[src/rtl/inst_sram_axi_rd_bridge_pkg.sv]
// inst_sram_axi_rd_bridge_pkg: AXI constants and AR state encoding shared by the fetch bridge.
package inst_sram_axi_rd_bridge_pkg;
  localparam logic [1:0] AXI_BURST_INCR = 2'b01;
  localparam logic [2:0] AXI_SIZE_4B    = 3'd2;
  localparam logic [1:0] AXI_RESP_OKAY  = 2'b00;
  typedef enum logic {AR_IDLE, AR_REQ} ar_state_e;
endpackage

[src/rtl/inst_sram_axi_rd_bridge.sv]
// inst_sram_axi_rd_bridge: converts instruction SRAM-like fetches into single-beat in-order AXI4 reads.
module inst_sram_axi_rd_bridge
  import inst_sram_axi_rd_bridge_pkg::*;
#(
  parameter int         MAX_OUTST = 2,
  parameter logic [3:0] AXI_ID    = 4'h0
) (
  input  logic        clk,
  input  logic        reset,
  input  logic        inst_sram_en,
  input  logic [3:0]  inst_sram_we,
  input  logic [31:0] inst_sram_addr,
  input  logic [31:0] inst_sram_wdata,
  output logic        addr_ok,
  output logic        data_ok,
  output logic [31:0] inst_sram_rdata,
  output logic        inst_sram_rerr,
  output logic [3:0]  arid,
  output logic [31:0] araddr,
  output logic [7:0]  arlen,
  output logic [2:0]  arsize,
  output logic [1:0]  arburst,
  output logic        arvalid,
  input  logic        arready,
  input  logic [3:0]  rid,
  input  logic [31:0] rdata,
  input  logic [1:0]  rresp,
  input  logic        rlast,
  input  logic        rvalid,
  output logic        rready
);
  localparam int CW = $clog2(MAX_OUTST + 1);
  ar_state_e     r_state;
  logic [CW-1:0] r_cnt;
  logic          w_accept;
  logic          w_dec;
  logic          w_unused;
  assign w_unused = ^inst_sram_wdata;
  assign arid     = AXI_ID;
  assign arlen    = 8'd0;
  assign arsize   = AXI_SIZE_4B;
  assign arburst  = AXI_BURST_INCR;
  assign rready   = !reset;
  assign addr_ok  = !reset && r_state == AR_IDLE && r_cnt < CW'(MAX_OUTST);
  assign w_accept = inst_sram_en && addr_ok;
  // a data_ok with nothing outstanding is a slave protocol error; hold the count at zero
  assign w_dec    = data_ok && r_cnt != '0;
  always_ff @(posedge clk) begin
    if (reset) begin
      r_state <= AR_IDLE;
      arvalid <= 1'b0;
      araddr  <= '0;
    end else if (r_state == AR_IDLE) begin
      if (w_accept) begin
        r_state <= AR_REQ;
        arvalid <= 1'b1;
        araddr  <= inst_sram_addr;
      end
    end else if (arready) begin
      r_state <= AR_IDLE;
      arvalid <= 1'b0;
    end
  end
  always_ff @(posedge clk) begin
    if (reset) r_cnt <= '0;
    else       r_cnt <= r_cnt + CW'(w_accept) - CW'(w_dec);
  end
  always_ff @(posedge clk) begin
    if (reset) begin
      data_ok         <= 1'b0;
      inst_sram_rdata <= '0;
      inst_sram_rerr  <= 1'b0;
    end else begin
      data_ok <= rvalid;
      if (rvalid) begin
        inst_sram_rdata <= rdata;
        inst_sram_rerr  <= rresp != AXI_RESP_OKAY;
      end
    end
  end
`ifndef SYNTHESIS
  a_rlast: assert property (@(posedge clk) disable iff (reset) rvalid |-> rlast);
  a_rid:   assert property (@(posedge clk) disable iff (reset) rvalid |-> rid == AXI_ID);
  a_no_we: assert property (@(posedge clk) disable iff (reset) inst_sram_en |-> inst_sram_we == 4'h0);
`endif
endmodule

[config.mk]
export PLATFORM = sky130hd
export DESIGN_NAME = inst_sram_axi_rd_bridge
export DESIGN_NICKNAME = d
export VERILOG_FILES = /design/src/rtl/inst_sram_axi_rd_bridge_pkg.sv /design/src/rtl/inst_sram_axi_rd_bridge.sv
export SDC_FILE = /design/constraint.sdc
export NUM_CORES = 1
export LEC_CHECK = 0
export ABC_CLOCK_PERIOD_IN_PS = 2100
export BUFFER_PORTS_ARGS = -buffer_cell sky130_fd_sc_hd__buf_4
export CAP_MARGIN = 20
export CELL_PAD_IN_SITES_DETAIL_PLACEMENT = 1
export CELL_PAD_IN_SITES_GLOBAL_PLACEMENT = 2
export CORE_MARGIN = 2
export CORE_UTILIZATION = 23
export DETAILED_ROUTE_END_ITERATION = 7
export PLACE_DENSITY_LB_ADDON = 0.1
export SYNTH_ARGS = -nofsm -noshare
export SYNTH_HDL_FRONTEND = slang
export SYNTH_SLANG_ARGS = --single-unit
[constraint.sdc]
create_clock -name clk -period 2.1 [get_ports clk]
set_clock_uncertainty 0.15 [all_clocks]
set_input_delay 0.42 -clock clk [delete_from_list [all_inputs] [get_ports clk]]
set_output_delay 0.42 -clock clk [all_outputs]
set_load 0.02 [all_outputs]
# --- Yosys cells after proc, flatten, opt, wreduce, memory -nomap -nowiden ---
# Index checks and enable logic that the tools add are counted.
op_classes:
  order_cmp: 1
  muxes: 6
  eq_ne: 1
  n_addsub: 2
  bitwise: 1
  n_reduce_logical: 10
op_table:
  columns: ["cell", "count"]
  rows:
  - ["2-to-1 mux 1 bit", 6]
  - ["nonzero test 2 bit", 3]
  - ["logical AND 1 bit", 4]
  - ["AND reduction 2 bit", 2]
  - ["adder 2 x 1 -> 2 bit", 1]
  - ["< comparator 2 bit (second input constant)", 1]
  - ["inequality test 2 bit (second input constant)", 1]
  - ["subtractor 2 x 1 -> 2 bit", 1]
  - ["zero test 1 bit", 1]
  - ["inverter 1 bit", 1]
word_totals:
  elab_cells: 28
  register_bits: 70
  out_inout_bits: 86
  input_bits: 112

# --- Logic depth before layout (Yosys ltp) ---
logic_depth:
  depth_word: 6
  depth_mapped: 9
  mapped_depth_nobuf: 7

# --- Worst setup path before layout ---
# Ideal clock, no wire load.
synth_path:
  path_type: "in2reg"
  from: "input port reset"
  to: "register r_cnt[1]"
  setup_ns: 0.117
  n_path_buf: 2
  path_slack_ns: 0.201
  cell_stages: 9
  required_ns: 1.833
  t_arrival_ns: 1.632
  path_cell_list: "buf_4 buf_2 inv_1 nand2_1 ha_1 inv_1 ha_1 xnor3_1 nor2_1"
synth_between:
  elab_chain_len: 6
synth_lines:
  columns: ["item", "line_no", "text"]
  rows:
  - ["start, declared", "inst_sram_axi_rd_bridge.sv:9", "input logic reset,"]
  - ["zero test 1 bit", null, null]
  - ["net rready", "inst_sram_axi_rd_bridge.sv:30", "output logic rready"]
  - ["logical AND 1 bit (2 in series)", "inst_sram_axi_rd_bridge.sv:44", "assign addr_ok = !reset && r_state == AR_IDLE && r_cnt < CW'(MAX_OUTST);"]
  - ["logical AND 1 bit", "inst_sram_axi_rd_bridge.sv:45", "assign w_accept = inst_sram_en && addr_ok;"]
  - ["adder 2 x 1 -> 2 bit", "inst_sram_axi_rd_bridge.sv:66", "else r_cnt <= r_cnt + CW'(w_accept) - CW'(w_dec);"]
  - ["subtractor 2 x 1 -> 2 bit", "inst_sram_axi_rd_bridge.sv:66", null]
  - ["end signal, assigned", "inst_sram_axi_rd_bridge.sv:66", null]
  - ["end, declared", "inst_sram_axi_rd_bridge.sv:34", "logic [CW-1:0] r_cnt;"]
# The timed path passes the listed nets, and every way through them passes these cells.
# A chain may end at the register's enable or synchronous reset.

# --- Worst setup path in the final report ---
layout_path:
  from: "register r_state"
  to: "output port addr_ok"
layout_between:
  elab_chain_len: 3
layout_lines:
  columns: ["item", "line_no", "text"]
  rows:
  - ["start, declared", "inst_sram_axi_rd_bridge.sv:33", "ar_state_e r_state;"]
  - ["start signal, assigned", "inst_sram_axi_rd_bridge.sv:50", "r_state <= AR_IDLE;"]
  - ["start signal, assigned", "inst_sram_axi_rd_bridge.sv:55", "r_state <= AR_REQ;"]
  - ["start signal, assigned", "inst_sram_axi_rd_bridge.sv:60", "r_state <= AR_IDLE;"]
  - ["inverter 1 bit (no line)", null, null]
  - ["logical AND 1 bit (2 in series)", "inst_sram_axi_rd_bridge.sv:44", null]
  - ["end, declared", "inst_sram_axi_rd_bridge.sv:14", "output logic addr_ok,"]
# No other way between the ends.

==> results.md <==
- Relative max-transition margin: 0.607
- Crit path time final: ~1.6 ns
- DR vias: about 2400
- Post-Syn Area: about 3000 sq um
- Final instance area: around 4300 sq um
- Syn Area/Cell: around 10 sq um
- Die X: approximately 120 um
- # IOs: around 200
- Row count: approximately 40
- Post-DP HPWL: 5650 um
- Count of final setup violators: 0
- Final Hold Fails: 0
- VDD IR max: 318 uV
- Hold/Removal Path Class: input port to flop
- Placed Area: 4070 sq um
- CTS tree: done
- FMAX: just over 600 MHz
- Post-synthesis sequential area ratio: 0.466
- Clock Pin Slew Worst Setup and Hold Paths: ~0.06 ns
- GPL Wtd Cong: around 0.72
- Yosys warns: 0
- Pwr dens: 843 nW/um^2
- Die Y: 118 um
- Area Growth Syn to Fin: 44.3%
- WS Path Type: flop to output port
- Drt wl/cell: ~13 um
- H-tree level count: 3
- Post-synthesis instance total: 288
- CTS buffer count: 9
- Diode count: 0
- Yosys top cell by area: dfxtp_1
- Initial antenna violation count: 0
- Die Area: ~14000 sq um
- Gr ovfl total: 0
- Crit share post-route: 0.777
- CTS Sinks: 70
- P_leak: 0.00208 uW
- Drt first-iter violations: 68
- NumNets Final: around 540
- First-pass GRT wire length: about 13000 um
- Post-CTS Setup Repair Bufs: 0
- CTS max path bufs: 2
- Slew @ Worst Pin: 0.590 ns
- Most frequent cells in the layout: buf_4, dfxtp_1, nand2b_1, mux2i_1, nor2_1
- Post-DR vias/cell: 3.96
- Critical Path Fanout Max: 5
- Largest cells by area after synthesis: dfxtp_1, mux2i_1, nand2b_1
- 1st-pass router iterations: 4
- Outcome: completed
- Port buffer count: ~140
- Total track usage: 0.115
- Synthesized flop and latch total: 70
- Largest net degree at the start of global routing: 63
- Worst EP required: approximately 1.5 ns
- Total of max-cap violations: 0
- Core area: between 10000 and 15000 sq um
- Final Max Tran Viols: 0
- Setup TNS: 0 ns
- CP Launch Type: flop
- Yosys top cell area share: 0.466
- CP endpoint kind: output port
- RSZ-0062 raised after global routing: no
- Post-CTS sizing: 0
- # DRC: 0
- Antenna viol nets, final: 0
- Worst skew pair latency: about 0.33 ns
- Root buffer cell: clkbuf_16
- Worst endpoint data arrival time: 1.06 ns
- Initial Util: 0.237
- Total Routed Length: roughly 8000 um
- # hold bufs at CTS: 0
- Most common cell after layout, fill and taps aside: buf_4
- Vias in the first global route: between 2000 and 2500
- Fraction of layout cells with a size suffix above 1: 0.372
- Post-synth cell types: 23
-- metrics by stage --
stage | hold slack (ns) | power [uW] | setup slack, ns | cells | util
global placement | 0.309 | 2300 | 0.358 | 582 | 0.321
floorplan | 0.395 | 2040 | 0.201 | 303 | -
finish | 0.176 | 3660 | 0.468 | 597 | 0.343
CTS | 0.166 | 3760 | 0.444 | 597 | 0.343
global route | 0.171 | 3870 | 0.375 | 597 | 0.343
detailed placement | 0.317 | 2310 | 0.355 | 582 | 0.321
-- flip-flops by register name, indices dropped and copies added, names as in the netlist --
| signal | count |
|---|---|
| data_ok | 1 |
| r_cnt | 2 |
| inst_sram_rerr | 1 |
| arvalid | 1 |
| araddr | 32 |
| inst_sram_rdata | 32 |
| r_state | 1 |
-- logic make-up (layout without fill, tap and decap cells) --
group | after synthesis | count (layout) | synth area share
other | 2 | 17 | 0.00250
flip-flops | 70 | 70 | 0.466
multiplexers | 64 | 64 | 0.213
adder cells (fa/ha/maj) | 2 | 2 | 0.00832
XOR/XNOR | 1 | 1 | 0.00749
AO/OA/AOI/OAI | 5 | 5 | 0.0116
AND/OR/NAND/NOR | 106 | 106 | 0.193
buffers and inverters | 38 | 160 | 0.0978
-- where the power goes --
part	switching (uW)	internal, uW	total [uW]
Clock	542	857	1400
Sequential	64.6	1440	1510
Combinational	381	373	754
Total	987	2670	3660
-- critical path, cell delays in order (launching register included) --
cell and delay, ns:
dfxtp_1 0.35, nor3_1 0.21, buf_4 0.17
-- cell type report --
| type | instances | area, sq um |
|---|---|---|
| multi-input combinational | 195 | 1380 |
| tap | 172 | 215 |
| inverter | 2 | 7.51 |
| timing repair buffer | 143 | 1070 |
| fill | 1503 | 8330 |
| clock buffer | 14 | 264 |
| clock inverter | 1 | 5.00 |
| sequential | 70 | 1400 |
-- routing by layer --
metal  share of wire  up-vias  GRT usage
met1            0.39     1117      0.126
met2            0.51       76      0.198
met5               0        -          0
li1                -     1163          -
met3           0.072       11     0.0391
met4           0.021        0     0.0565
-- cell usage after synthesis (all sizes together) --
library cell and instances:
a211oi 1, a21bo 1, a21oi 2, buf 31, clkbuf 5, conb 2
dfxtp 70, ha 2, inv 2, mux2i 64, nand2 1, nand2b 64
nor2 35, nor2b 2, nor3 1, nor3b 1, o21a 1, or2b 1
or3b 1, xnor3 1
-- worst paths after layout --
kind	from	endpoint	slack, ns	cells after the start
max	r_state	addr_ok	0.47	2
min	rdata[22]	inst_sram_rdata[22]	0.18	3
max reg2reg	r_state	r_cnt[1]	0.50	7
min reg2reg	araddr[2]	araddr[2]	0.32	2
No activity file was read; power rests on OpenSTA's default activity.
